File: config.mk
export PLATFORM = sky130hd
export DESIGN_NAME = wvb_reader
export DESIGN_NICKNAME = d
export VERILOG_FILES = /design/src/rtl/wvb_pkg.sv /design/src/rtl/wvb_rd_skid.sv /design/src/rtl/wvb_reader.sv
export SDC_FILE = /design/constraint.sdc
export NUM_CORES = 1
export LEC_CHECK = 0
export ABC_CLOCK_PERIOD_IN_PS = 3150
export BUFFER_PORTS_ARGS = -buffer_cell sky130_fd_sc_hd__clkbuf_2
export CAP_MARGIN = 40
export CORE_ASPECT_RATIO = 1.75
export CORE_UTILIZATION = 45
export DETAILED_ROUTE_END_ITERATION = 8
export PLACE_DENSITY_LB_ADDON = 0.08
export SYNTH_ARGS = -nofsm -noshare
export SYNTH_HDL_FRONTEND = slang
export SYNTH_HIERARCHICAL = 1
export SYNTH_SLANG_ARGS = --single-unit
export TNS_END_PERCENT = 50
File: constraint.sdc
create_clock -name clk -period 3.15 [get_ports clk]
set_clock_uncertainty 0.15 [all_clocks]
set_input_delay 0.1575 -clock clk [delete_from_list [all_inputs] [get_ports clk]]
set_output_delay 0.1575 -clock clk [all_outputs]
set_load 0.01 [all_outputs]
File: src/rtl/wvb_pkg.sv
// Shared constants for the waveform-buffer read engine: header field layout,
// frame marker, output word width and FSM state encoding.
package wvb_pkg;

    localparam int DOUT_W = 32;

    localparam logic [7:0] FRAME_MARKER = 8'hA5;

    // Header bit offsets (LSB of each field)
    localparam int HDR_LTC_LSB   = 39;
    localparam int HDR_START_LSB = 24;
    localparam int HDR_STOP_LSB  = 9;
    localparam int HDR_TRIG_LSB  = 7;
    localparam int HDR_CNST_BIT  = 6;
    localparam int HDR_PRE_W     = 6;

    typedef enum logic [2:0] {
        ST_IDLE = 3'd0,
        ST_POP  = 3'd1,
        ST_H0   = 3'd2,
        ST_H1   = 3'd3,
        ST_H2   = 3'd4,
        ST_DATA = 3'd5,
        ST_DONE = 3'd6
    } state_e;

endpackage

File: src/rtl/wvb_rd_skid.sv
// Two-entry FIFO that catches waveform buffer read data one cycle after the
// request, so the stream keeps going while the consumer stalls.
module wvb_rd_skid
    import wvb_pkg::*;
#(
    parameter int P_WIDTH = 28
) (
    input  logic               clk,
    input  logic               rst_n,
    input  logic               wr_en,
    input  logic [P_WIDTH-1:0] wr_data,
    output logic               rd_valid,
    output logic [P_WIDTH-1:0] rd_data,
    input  logic               rd_ready,
    output logic [1:0]         count
);

    logic [P_WIDTH-1:0] mem_q [2];
    logic               wr_ptr_q;
    logic               rd_ptr_q;
    logic [1:0]         count_q;
    logic               do_wr;
    logic               do_rd;

    assign do_rd = rd_ready && (count_q != 2'd0);
    // A write into a full FIFO is only legal when the head leaves in the same cycle.
    assign do_wr = wr_en && ((count_q != 2'd2) || do_rd);

    always_ff @(posedge clk or negedge rst_n) begin
        if (!rst_n) begin
            for (int i = 0; i < 2; i++) begin
                mem_q[i] <= '0;
            end
            wr_ptr_q <= 1'b0;
            rd_ptr_q <= 1'b0;
            count_q  <= 2'd0;
        end else begin
            if (do_wr) begin
                mem_q[wr_ptr_q] <= wr_data;
                wr_ptr_q        <= ~wr_ptr_q;
            end
            if (do_rd) begin
                rd_ptr_q <= ~rd_ptr_q;
            end
            count_q <= count_q + {1'b0, do_wr} - {1'b0, do_rd};
        end
    end

    assign rd_valid = (count_q != 2'd0);
    assign rd_data  = mem_q[rd_ptr_q];
    assign count    = count_q;

endmodule

File: src/rtl/wvb_reader.sv
// Read-side engine of the waveform buffer: pops one header, then frames the
// header words and the event's samples as a 32-bit valid/ready stream.
module wvb_reader
    import wvb_pkg::*;
#(
    parameter int P_DATA_WIDTH = 28,
    parameter int P_ADR_WIDTH  = 15,
    parameter int P_HDR_WIDTH  = 87,
    parameter int P_LTC_WIDTH  = 48
) (
    input  logic                    clk,
    input  logic                    rst_n,
    input  logic                    en,
    input  logic                    hdr_empty,
    input  logic [P_HDR_WIDTH-1:0]  hdr_data,
    output logic                    hdr_rdreq,
    input  logic [P_DATA_WIDTH-1:0] wvb_data,
    output logic                    wvb_rdreq,
    output logic                    wvb_rddone,
    output logic [DOUT_W-1:0]       dout,
    output logic                    dout_valid,
    input  logic                    dout_ready,
    output logic                    dout_last,
    output logic                    busy,
    output logic [15:0]             evt_cnt
);

    state_e                   state_q, state_d;
    logic [P_LTC_WIDTH-1:0]   ltc_q;
    logic [P_ADR_WIDTH-1:0]   start_q;
    logic [1:0]               trig_q;
    logic                     cnst_q;
    logic [15:0]              n_words_q;
    logic [15:0]              req_cnt_q;
    logic [15:0]              rem_q;
    logic                     inflight_q;
    logic [15:0]              evt_cnt_q;

    logic [P_LTC_WIDTH-1:0]   hdr_ltc;
    logic [P_ADR_WIDTH-1:0]   hdr_start;
    logic [P_ADR_WIDTH-1:0]   hdr_stop;
    logic [P_ADR_WIDTH-1:0]   addr_span;
    logic [15:0]              hdr_n_words;
    logic                     unused_pre_conf;

    logic                     skid_valid;
    logic [P_DATA_WIDTH-1:0]  skid_data;
    logic [1:0]               skid_count;
    logic                     skid_pop;
    logic                     fetch_phase;
    logic [2:0]               occupancy;

    assign hdr_ltc         = hdr_data[HDR_LTC_LSB +: P_LTC_WIDTH];
    assign hdr_start       = hdr_data[HDR_START_LSB +: P_ADR_WIDTH];
    assign hdr_stop        = hdr_data[HDR_STOP_LSB +: P_ADR_WIDTH];
    assign unused_pre_conf = ^hdr_data[HDR_PRE_W-1:0];
    // Modulo-2^ADR subtraction handles events that wrap around the buffer end.
    assign addr_span       = hdr_stop - hdr_start;
    assign hdr_n_words     = 16'(addr_span) + 16'd1;

    assign fetch_phase = (state_q == ST_H0) || (state_q == ST_H1) ||
                         (state_q == ST_H2) || (state_q == ST_DATA);
    assign skid_pop    = (state_q == ST_DATA) && skid_valid && dout_ready;
    // Credit the word leaving this cycle so DATA sustains one word per cycle.
    assign occupancy   = {1'b0, skid_count} + {2'b00, inflight_q} - {2'b00, skid_pop};
    assign wvb_rdreq   = fetch_phase && (req_cnt_q < n_words_q) && (occupancy < 3'd2);

    wvb_rd_skid #(
        .P_WIDTH (P_DATA_WIDTH)
    ) u_skid (
        .clk      (clk),
        .rst_n    (rst_n),
        .wr_en    (inflight_q),
        .wr_data  (wvb_data),
        .rd_valid (skid_valid),
        .rd_data  (skid_data),
        .rd_ready (skid_pop),
        .count    (skid_count)
    );

    always_comb begin
        state_d    = state_q;
        hdr_rdreq  = 1'b0;
        wvb_rddone = 1'b0;
        dout_valid = 1'b0;
        dout       = '0;
        dout_last  = 1'b0;
        case (state_q)
            ST_IDLE: begin
                if (en && !hdr_empty) state_d = ST_POP;
            end
            ST_POP: begin
                if (!hdr_empty) begin
                    hdr_rdreq = 1'b1;
                    state_d   = ST_H0;
                end else begin
                    state_d = ST_IDLE;
                end
            end
            ST_H0: begin
                dout_valid = 1'b1;
                dout       = {FRAME_MARKER, 4'h0, trig_q, cnst_q, 1'b0, n_words_q};
                if (dout_ready) state_d = ST_H1;
            end
            ST_H1: begin
                dout_valid = 1'b1;
                dout       = ltc_q[47:16];
                if (dout_ready) state_d = ST_H2;
            end
            ST_H2: begin
                dout_valid = 1'b1;
                dout       = {ltc_q[15:0], 1'b0, start_q};
                if (dout_ready) state_d = ST_DATA;
            end
            ST_DATA: begin
                dout_valid = skid_valid;
                dout       = {{(DOUT_W-P_DATA_WIDTH){1'b0}}, skid_data};
                dout_last  = skid_valid && (rem_q == 16'd1);
                if (skid_pop && (rem_q == 16'd1)) state_d = ST_DONE;
            end
            ST_DONE: begin
                wvb_rddone = 1'b1;
                state_d    = ST_IDLE;
            end
            default: state_d = ST_IDLE;
        endcase
    end

    always_ff @(posedge clk or negedge rst_n) begin
        if (!rst_n) begin
            state_q    <= ST_IDLE;
            ltc_q      <= '0;
            start_q    <= '0;
            trig_q     <= 2'b00;
            cnst_q     <= 1'b0;
            n_words_q  <= 16'd0;
            req_cnt_q  <= 16'd0;
            rem_q      <= 16'd0;
            inflight_q <= 1'b0;
            evt_cnt_q  <= 16'd0;
        end else begin
            state_q    <= state_d;
            inflight_q <= wvb_rdreq;
            if (hdr_rdreq) begin
                ltc_q     <= hdr_ltc;
                start_q   <= hdr_start;
                trig_q    <= hdr_data[HDR_TRIG_LSB +: 2];
                cnst_q    <= hdr_data[HDR_CNST_BIT];
                n_words_q <= hdr_n_words;
                rem_q     <= hdr_n_words;
                req_cnt_q <= 16'd0;
            end else begin
                if (wvb_rdreq) req_cnt_q <= req_cnt_q + 16'd1;
                if (skid_pop)  rem_q     <= rem_q - 16'd1;
            end
            if (state_q == ST_DONE) evt_cnt_q <= evt_cnt_q + 16'd1;
        end
    end

    assign busy    = (state_q != ST_IDLE);
    assign evt_cnt = evt_cnt_q;

endmodule

==> flow_summary.rst, run 1 <==
.. list-table::
   :header-rows: 1

   * - Metric
     - Value
   * - Worst setup EP type
     - output port
   * - Max_cap viols
     - 0
   * - Post-synthesis xor/xnor area fraction
     - 4.445%
   * - Total of fill cells in the finished design
     - just over 2000
   * - Total power
     - about 0.011 W
   * - Horizontal die dimension
     - 119.3 um
   * - Number of flops mapped to enable cells by yosys
     - 0
   * - Final net count
     - 1528
   * - R2R Setup Slk
     - around 0.03 ns
   * - Mean area per synthesized cell
     - 9.860 um2
   * - Total global-route track usage
     - 25.74%
   * - Post-place setup slack
     - -0.08824 ns
   * - Final setup violation count
     - 1
   * - Clock H-tree levels
     - 4
   * - Number of cells in the design after placement
     - 1550
   * - Via-per-instance ratio
     - 5.265
   * - Flip-flop and latch count after synthesis
     - 194
   * - Share of the synthesized area in compound gates (AO/OA/AOI/OAI)
     - a little over a tenth
   * - Global-route wire length before repair
     - 49410 um
   * - Portion of the post-synthesis area used by sequential elements
     - 44.80%
   * - Number of warnings reported in the yosys synthesis log
     - 6
   * - Setup WS post-layout
     - -0.03800 ns
   * - Fin cells
     - 1685
   * - Worst-case clock buffer depth
     - 2
   * - Clk pin slew, worst setup/hold paths
     - roughly 0.07 ns
   * - Number of diodes
     - 0
   * - Total routed wirelength
     - 30290 um
   * - Starting density of the core
     - about 46%
   * - I/O pin count
     - 174
   * - Row count
     - 74
   * - Tightest Hold Check Type
     - in -> async
   * - Proportion of layout cells with a drive suffix above 1
     - 28.02%
   * - Setup repair after global routing missed its margin
     - true
   * - Distinct cells, synth
     - 87
   * - Dominant combinational cell family by area after synthesis
     - simple AND/OR/NAND/NOR gates
   * - ANT nets after route
     - 0
   * - Most common cell after layout, fill and taps aside
     - sky130_fd_sc_hd__nand2_1
   * - Iteration-0 DRC Markers
     - 336
   * - Commonest non-fill, non-tap cells in the layout
     - sky130_fd_sc_hd__nand2_1, sky130_fd_sc_hd__dfrtp_1, sky130_fd_sc_hd__clkbuf_2
   * - Std-Cell Core Area
     - 23520 um2
   * - Cts bufs inserted
     - 17
   * - Via count
     - between 8000 and 9000
   * - Slew of the pin with the lowest slew margin
     - 0.7587 ns
   * - Worst relative slew slack
     - 49.42%
   * - Root Buffer Master
     - sky130_fd_sc_hd__clkbuf_16
   * - Number of port buffers
     - 167
   * - GRT Residual Overflow
     - 0
   * - Endpoints failing hold
     - 0
   * - Status
     - finished with violations
   * - Failing checks
     - negative setup slack
   * - Maximum number of pins on one net before global-route repair
     - a little over 70
   * - Worst endpoint required time
     - 2.84 ns
   * - Peak VDD IR
     - 0.4698 mV
   * - Final max-slew violation count
     - 0
   * - Number of antenna violations at the first check in global routing
     - 0
   * - Total standard cell area after synthesis
     - about 11000 um2
   * - Multiplexer share of the synthesized area
     - about an eighth
   * - Number of remaining DRC errors
     - 0
   * - Simple-gate area share of the yosys netlist
     - 17.12%
   * - Most instantiated flip-flop cell in the synthesis netlist
     - sky130_fd_sc_hd__dfrtp_1
   * - Hold_ws
     - 0.1398 ns
   * - Critical path start-end classification
     - reg -> out
   * - Critical path peak fanout
     - 2
   * - Ratio of total power to cell area
     - 822.7 nW/um2
   * - Cell leakage power
     - 6.614 nW
   * - Maximum clock frequency
     - 313.7 MHz
   * - Arrival time of data at the critical path endpoint
     - around 2.9 ns
   * - Routed WL per cell
     - 17.98 um
   * - Final weighted congestion in routability-driven placement
     - ~0.86
   * - Kind of launch point of the worst setup path
     - register
   * - CTS tree
     - done
   * - Die area
     - 24730 um2
   * - Shortest clock period the worst path allows after layout
     - 3.188 ns
   * - Synthesized instance count
     - 1099
   * - Adder and majority cell fraction of the synthesized area
     - under 10%
   * - Synthesized net count
     - around 1300
   * - First-pass iteration count of the detailed router
     - 4
   * - Sequential cell area in the final layout
     - approximately 4900 um2
   * - Overall die height
     - 207.3 um
   * - HPWL after detailed placement
     - 21620 um
   * - Multi-input gate area
     - around 5600 um2
   * - Vias in the first global route
     - 9383
   * - Post-synth ARST share
     - 100.0%
   * - Skew-Pair Late Insertion Delay
     - between 0.4 and 0.5 ns
   * - Final worst path period share
     - 101.2%
   * - Number of sinks driven by the clock tree
     - between 150 and 200
   * - Synthesis-to-finish area growth
     - 28.44%
   * - Finished Core Util
     - around 59%
-- cells in the mapped netlist, types with 5 or more instances --
library cell,n,area share [%]
sky130_fd_sc_hd__nand2_1,217,7.5
sky130_fd_sc_hd__dfrtp_1,194,45
sky130_fd_sc_hd__mux2_2,86,8.9
sky130_fd_sc_hd__nor2_1,58,2.0
sky130_fd_sc_hd__inv_1,53,1.8
sky130_fd_sc_hd__mux2i_1,48,4.4
sky130_fd_sc_hd__a21oi_1,45,2.1
sky130_fd_sc_hd__o21ai_0,42,1.9
sky130_fd_sc_hd__xnor2_1,39,3.2
sky130_fd_sc_hd__ha_1,37,4.3
sky130_fd_sc_hd__clkbuf_1,35,1.2
sky130_fd_sc_hd__o22ai_1,21,1.2
sky130_fd_sc_hd__nand4_1,16,0.92
sky130_fd_sc_hd__xor2_1,16,1.3
sky130_fd_sc_hd__nand3_1,14,0.65
sky130_fd_sc_hd__nor2b_1,11,0.64
sky130_fd_sc_hd__and3_1,10,0.58
sky130_fd_sc_hd__nor3_1,9,0.42
sky130_fd_sc_hd__nand2b_1,8,0.46
sky130_fd_sc_hd__nor3b_1,8,0.55
sky130_fd_sc_hd__a31oi_1,7,0.40
sky130_fd_sc_hd__buf_6,7,0.73
sky130_fd_sc_hd__buf_2,6,0.28
sky130_fd_sc_hd__a21o_1,5,0.35
sky130_fd_sc_hd__o21a_1,5,0.35
-- flip-flops by register name (all words and copies together), names as in the netlist, 2 cells and up --
signal and cells:
u_skid/mem_q 56, ltc_q 48, evt_cnt 16, n_words_q 16
rem_q 16, req_cnt_q 16, start_q 15, state_q 3
trig_q 2, u_skid/count 2
-- cell families after synthesis --
group	after synthesis
xor gates and xnor gates	55
AOI/OAI and AO/OA	173
and+or+nand+nor	391
muxes	134
DFF	194
adders and majority gates	39
buffers and inverters	113
-- critical path, stage by stage (launching register included) --
cell and delay, ns:
sky130_fd_sc_hd__dfrtp_1 0.38, sky130_fd_sc_hd__or2_4 0.25, sky130_fd_sc_hd__nand4_1 0.11, sky130_fd_sc_hd__inv_2 0.07
sky130_fd_sc_hd__ha_4 0.22, sky130_fd_sc_hd__nor2b_4 0.11, sky130_fd_sc_hd__fa_2 0.46, sky130_fd_sc_hd__a2111oi_4 0.28
sky130_fd_sc_hd__o211ai_1 0.17, sky130_fd_sc_hd__buf_4 0.17, sky130_fd_sc_hd__nor2_4 0.10, sky130_fd_sc_hd__buf_6 0.12
-- per-stage QoR --
stage | area, um2 | setup TNS [ns]
floorplan | 10880 | -1.211
global placement | 12120 | -0.01523
detailed placement | 12120 | -0.4012
CTS | 13800 | -0.6554
global route | 13920 | -1.466
finish | 13920 | -0.03800
-- layer usage --
metal	up-vias	GRT usage [%]	wire length, um	share of wire (%)
li1	4303	-	-	-
met1	4335	29.53	12240	40
met2	178	46.87	16180	53
met3	55	3.984	894	3.0
met4	0	10.82	979	3.2
met5	-	0	0	0
-- power breakdown --
group | internal [W] | switching (W) | leakage (nW)
clock network | 0.00135 | 0.000990 | 0.284
logic | 0.00229 | 0.00261 | 3.93
registers | 0.00353 | 0.000678 | 2.40
-- worst paths after layout --
check / start / end / cells past startpoint
setup / recovery: u_skid/count[0] / wvb_rdreq / 11
hold / removal: rst_n / evt_cnt[8] / 2
setup reg to reg: u_skid/count[0] / req_cnt_q[7] / 13
hold reg to reg: ltc_q[11] / ltc_q[11] / 2
max in group asynchronous: rst_n / u_skid/mem_q[20] / 3
min in group clk: hdr_data[23] / rem_q[15] / 5
-- cell type report --
| class | instances | area share, % |
|---|---|---|
| clock buffers | 19 | 3.182 |
| multi-input cells | 792 | 40.37 |
| clock inverters | 12 | 1.312 |
| repair buffers | 310 | 16.03 |
| well taps | 304 | 2.733 |
| flip-flops and latches | 194 | 34.91 |
| inverters | 54 | 1.465 |
-- repair_timing --
action	CTS	global route
hold buffers	98	0
resized for setup	6	23
endpoints found under the hold margin	194	0
setup buffers	5	1
pin swaps	7	18
setup endpoints to repair	7	33
Note: power is estimated with default switching activity, not from simulation.
==> inputs of run 2 (changes only) <==
- CTS_BUF_LIST: unset -> sky130_fd_sc_hd__clkbuf_8
- CTS_CLUSTER_DIAMETER: unset -> 100
==> run 2 against run 1 <==
The run still ends with negative setup slack left. Die area is the same. Sequential share of layout area grew 0.54 points. First-iteration DRC count grew 11%. Clock power shrank 24%. Setup slack lost 0.072 ns. Hold slack lost 0.052 ns. Utilization shrank 0.91 points. Combinational power is essentially flat. Non-clock buffer count is the same. Critical endpoint unchanged. Largest cell class unchanged.
==> flow_summary.rst, run 2 (same netlist as run 1, synthesis figures left out) <==
.. list-table::
   :header-rows: 1

   * - Metric
     - Value
   * - Proportion of layout cells with a drive suffix above 1
     - 27.81% (-0.22 points)
   * - DRT met1 WL
     - 12070 um (-1.3%)
   * - CTS tree
     - done
   * - Final weighted congestion in routability-driven placement
     - 0.8636 (unchanged)
   * - Worst relative slew slack
     - 54.87% (+5.5 points)
   * - Die area
     - 24730 um2 (unchanged)
   * - Cell with the largest stage delay on the worst path
     - sky130_fd_sc_hd__fa_2
   * - Max_cap viols
     - 0 (unchanged)
   * - Total met2 wirelength after detailed routing
     - 16050 um (-0.83%)
   * - Worst-case clock buffer depth
     - 2 (unchanged)
   * - Std-Cell Core Area
     - 23520 um2 (unchanged)
   * - Family with the most delay on the worst path
     - adder cells
   * - Row count
     - 74 (unchanged)
   * - Skew-Pair Late Insertion Delay
     - 0.50 ns (+0.05 ns)
   * - Via-per-instance ratio
     - 5.262 (about the same)
   * - Final net count
     - 1528 (unchanged)
   * - Register with the highest flop count
     - u_skid/mem_q
   * - I/O pin count
     - 174 (unchanged)
   * - Peak VDD IR
     - 0.4098 mV (-13%)
   * - Number of cells in the design after placement
     - 1550 (unchanged)
   * - Cts bufs inserted
     - 17 (unchanged)
   * - Setup repair after global routing missed its margin
     - true
   * - CP peak stage delay
     - 0.46 ns (about the same)
   * - Iteration-0 DRC Markers
     - 373 (+11%)
   * - Root Buffer Master
     - sky130_fd_sc_hd__clkbuf_8
   * - Fin cells
     - 1685 (unchanged)
   * - Kind of launch point of the worst setup path
     - register
   * - Setup WS post-layout
     - -0.1100 ns (-0.07202 ns)
   * - Uppermost metal layer occupied by signal nets
     - met4
   * - Worst setup EP type
     - output port
   * - Maximum number of pins on one net before global-route repair
     - 72 (unchanged)
   * - Vias in the first global route
     - 9343 (-0.43%)
   * - Endpoints failing hold
     - 0 (unchanged)
   * - Most common cell after layout, fill and taps aside
     - sky130_fd_sc_hd__nand2_1
   * - Overall die height
     - 207.3 um (unchanged)
   * - Multi-input gate area
     - 5600 um2 (-0.33%)
   * - Tightest Hold Check Type
     - in -> async
   * - Final max-slew violation count
     - 0 (unchanged)
   * - Maximum clock frequency
     - 306.7 MHz (-2.2%)
   * - Sequential cell area in the final layout
     - 4858 um2 (unchanged)
   * - Number of sinks driven by the clock tree
     - 194 (unchanged)
   * - Status
     - finished with violations
   * - Number of diodes
     - 0 (unchanged)
   * - Shortest clock period the worst path allows after layout
     - 3.260 ns (+0.07202 ns)
   * - Hold_ws
     - 0.08824 ns (-0.05156 ns)
   * - Starting density of the core
     - 46.08% (unchanged)
   * - Total routed wirelength
     - 30110 um (-0.60%)
   * - HPWL after detailed placement
     - 21620 um (unchanged)
   * - Critical path peak fanout
     - 2 (unchanged)
   * - ANT nets after route
     - 0 (unchanged)
   * - Summed area of non-filler cells in the final layout
     - 13700 um2 (-1.5%)
   * - Final worst path period share
     - 103.5% (+2.3 points)
   * - Critical path start-end classification
     - reg -> out
   * - Synthesis-to-finish area growth
     - 26.46%
   * - Crit path cell chain
     - or2_4 -> nand4_1 -> inv_2 -> ha_4 -> nor2b_4 -> fa_2 -> a2111oi_4 -> o211ai_1 -> buf_4 -> nor2_4 -> buf_6
   * - Clock H-tree levels
     - 4 (unchanged)
   * - Via count
     - 8866 (-0.056%)
   * - Commonest non-fill, non-tap cells in the layout
     - sky130_fd_sc_hd__nand2_1, sky130_fd_sc_hd__dfrtp_1, sky130_fd_sc_hd__clkbuf_2
   * - Number of remaining DRC errors
     - 0 (unchanged)
   * - Total of fill cells in the finished design
     - 2085 (+1.4%)
   * - Slew of the pin with the lowest slew margin
     - 0.6769 ns (-0.08177 ns)
   * - Top flop regs
     - u_skid/mem_q x56, ltc_q x48
   * - Final setup violation count
     - 6 (+5)
   * - Total cell area at the placement stage
     - 12120 um2 (unchanged)
   * - GRT Residual Overflow
     - 0 (unchanged)
   * - First-pass iteration count of the detailed router
     - 4 (unchanged)
   * - Arrival time of data at the critical path endpoint
     - 2.95 ns (+0.07 ns)
   * - Routed WL per cell
     - 17.87 um (-0.60%)
   * - Largest register FFs
     - 56 (unchanged)
   * - Worst endpoint required time
     - 2.84 ns (about the same)
   * - Failing checks
     - negative setup slack
   * - Horizontal die dimension
     - 119.3 um (unchanged)
   * - Total global-route track usage
     - 25.58% (-0.16 points)
   * - Clk pin slew, worst setup/hold paths
     - 0.10 ns (+0.03 ns)
   * - Routed length on met3
     - 967 um (+8.2%)
   * - Cell leakage power
     - 6.530 nW (-1.3%)
   * - Ratio of total power to cell area
     - 794.5 nW/um2 (-3.4%)
   * - Global-route wire length before repair
     - 48930 um (-0.96%)
   * - Number of antenna violations at the first check in global routing
     - 0 (unchanged)
   * - Finished Core Util
     - 58.27% (-0.91 points)
   * - Post-route setup TNS
     - -0.3594 ns (-0.3214 ns)
   * - Crit path buf inv count
     - 3 (unchanged)
   * - Number of port buffers
     - 167 (unchanged)
## run 2: final cells by class
cell class              count  area share, %
clock inverters            13          1.360
inverters                  54          1.488
repair buffers            310          16.25
flip-flops and latches    194          35.45
well taps                 304          2.775
multi-input cells         792          40.87
clock buffers              18          1.808
## run 2: path summary, 6_finish.rpt
check,start,endpoint,slack (ns),cells after the start
worst max-delay path,u_skid/count[1],wvb_rdreq,-0.11,11
worst min-delay path,rst_n,evt_cnt[8],0.09,2
worst max register to register,u_skid/count[1],req_cnt_q[6],-0.06,13
worst min register to register,ltc_q[11],ltc_q[11],0.33,2
max in group asynchronous,rst_n,u_skid/mem_q[20],1.98,3
min in group clk,hdr_data[23],n_words_q[15],0.10,5
## run 2: what timing repair did
action,CTS,global route
resized for setup,6,18
endpoints found under the hold margin,231,0
pin swaps,7,12
hold buffers,98,0
gates cloned,0,0
endpoints found under the setup margin,9,31
buffers inserted,5,1
## run 2: routing by layer
metal | up-vias | track usage [%]
li1 | 4300 | -
met1 | 4336 | 29.21
met2 | 182 | 46.31
met3 | 48 | 4.396
met4 | 0 | 10.99
met5 | - | 0
## run 2: per-stage QoR
stage                     power [W]  setup WS (ns)
after floorplan            0.007346        -0.1379
after global placement     0.008833       -0.01132
after detailed placement   0.008948       -0.08824
final                       0.01089        -0.1100
after global routing        0.01168        -0.2536
after CTS                   0.01095        -0.2101
## run 2: worst reg2reg max path, stage by stage, from the launching register on
cell	delay, ns
sky130_fd_sc_hd__dfrtp_1	0.39
sky130_fd_sc_hd__or2_4	0.25
sky130_fd_sc_hd__nand4_1	0.11
sky130_fd_sc_hd__inv_2	0.07
sky130_fd_sc_hd__ha_4	0.22
sky130_fd_sc_hd__nor2b_4	0.11
sky130_fd_sc_hd__fa_2	0.46
sky130_fd_sc_hd__a2111oi_4	0.29
sky130_fd_sc_hd__o211ai_1	0.17
sky130_fd_sc_hd__buf_4	0.17
sky130_fd_sc_hd__nor4bb_2	0.29
sky130_fd_sc_hd__buf_4	0.21
sky130_fd_sc_hd__nand3_1	0.10
sky130_fd_sc_hd__mux2i_1	0.13
## run 2: power breakdown
group / switching [W] / internal [W] / leakage, nW
Clock: 0.000914 / 0.000880 / 0.201
Sequential: 0.000672 / 0.00352 / 2.40
Combinational: 0.00261 / 0.00229 / 3.93
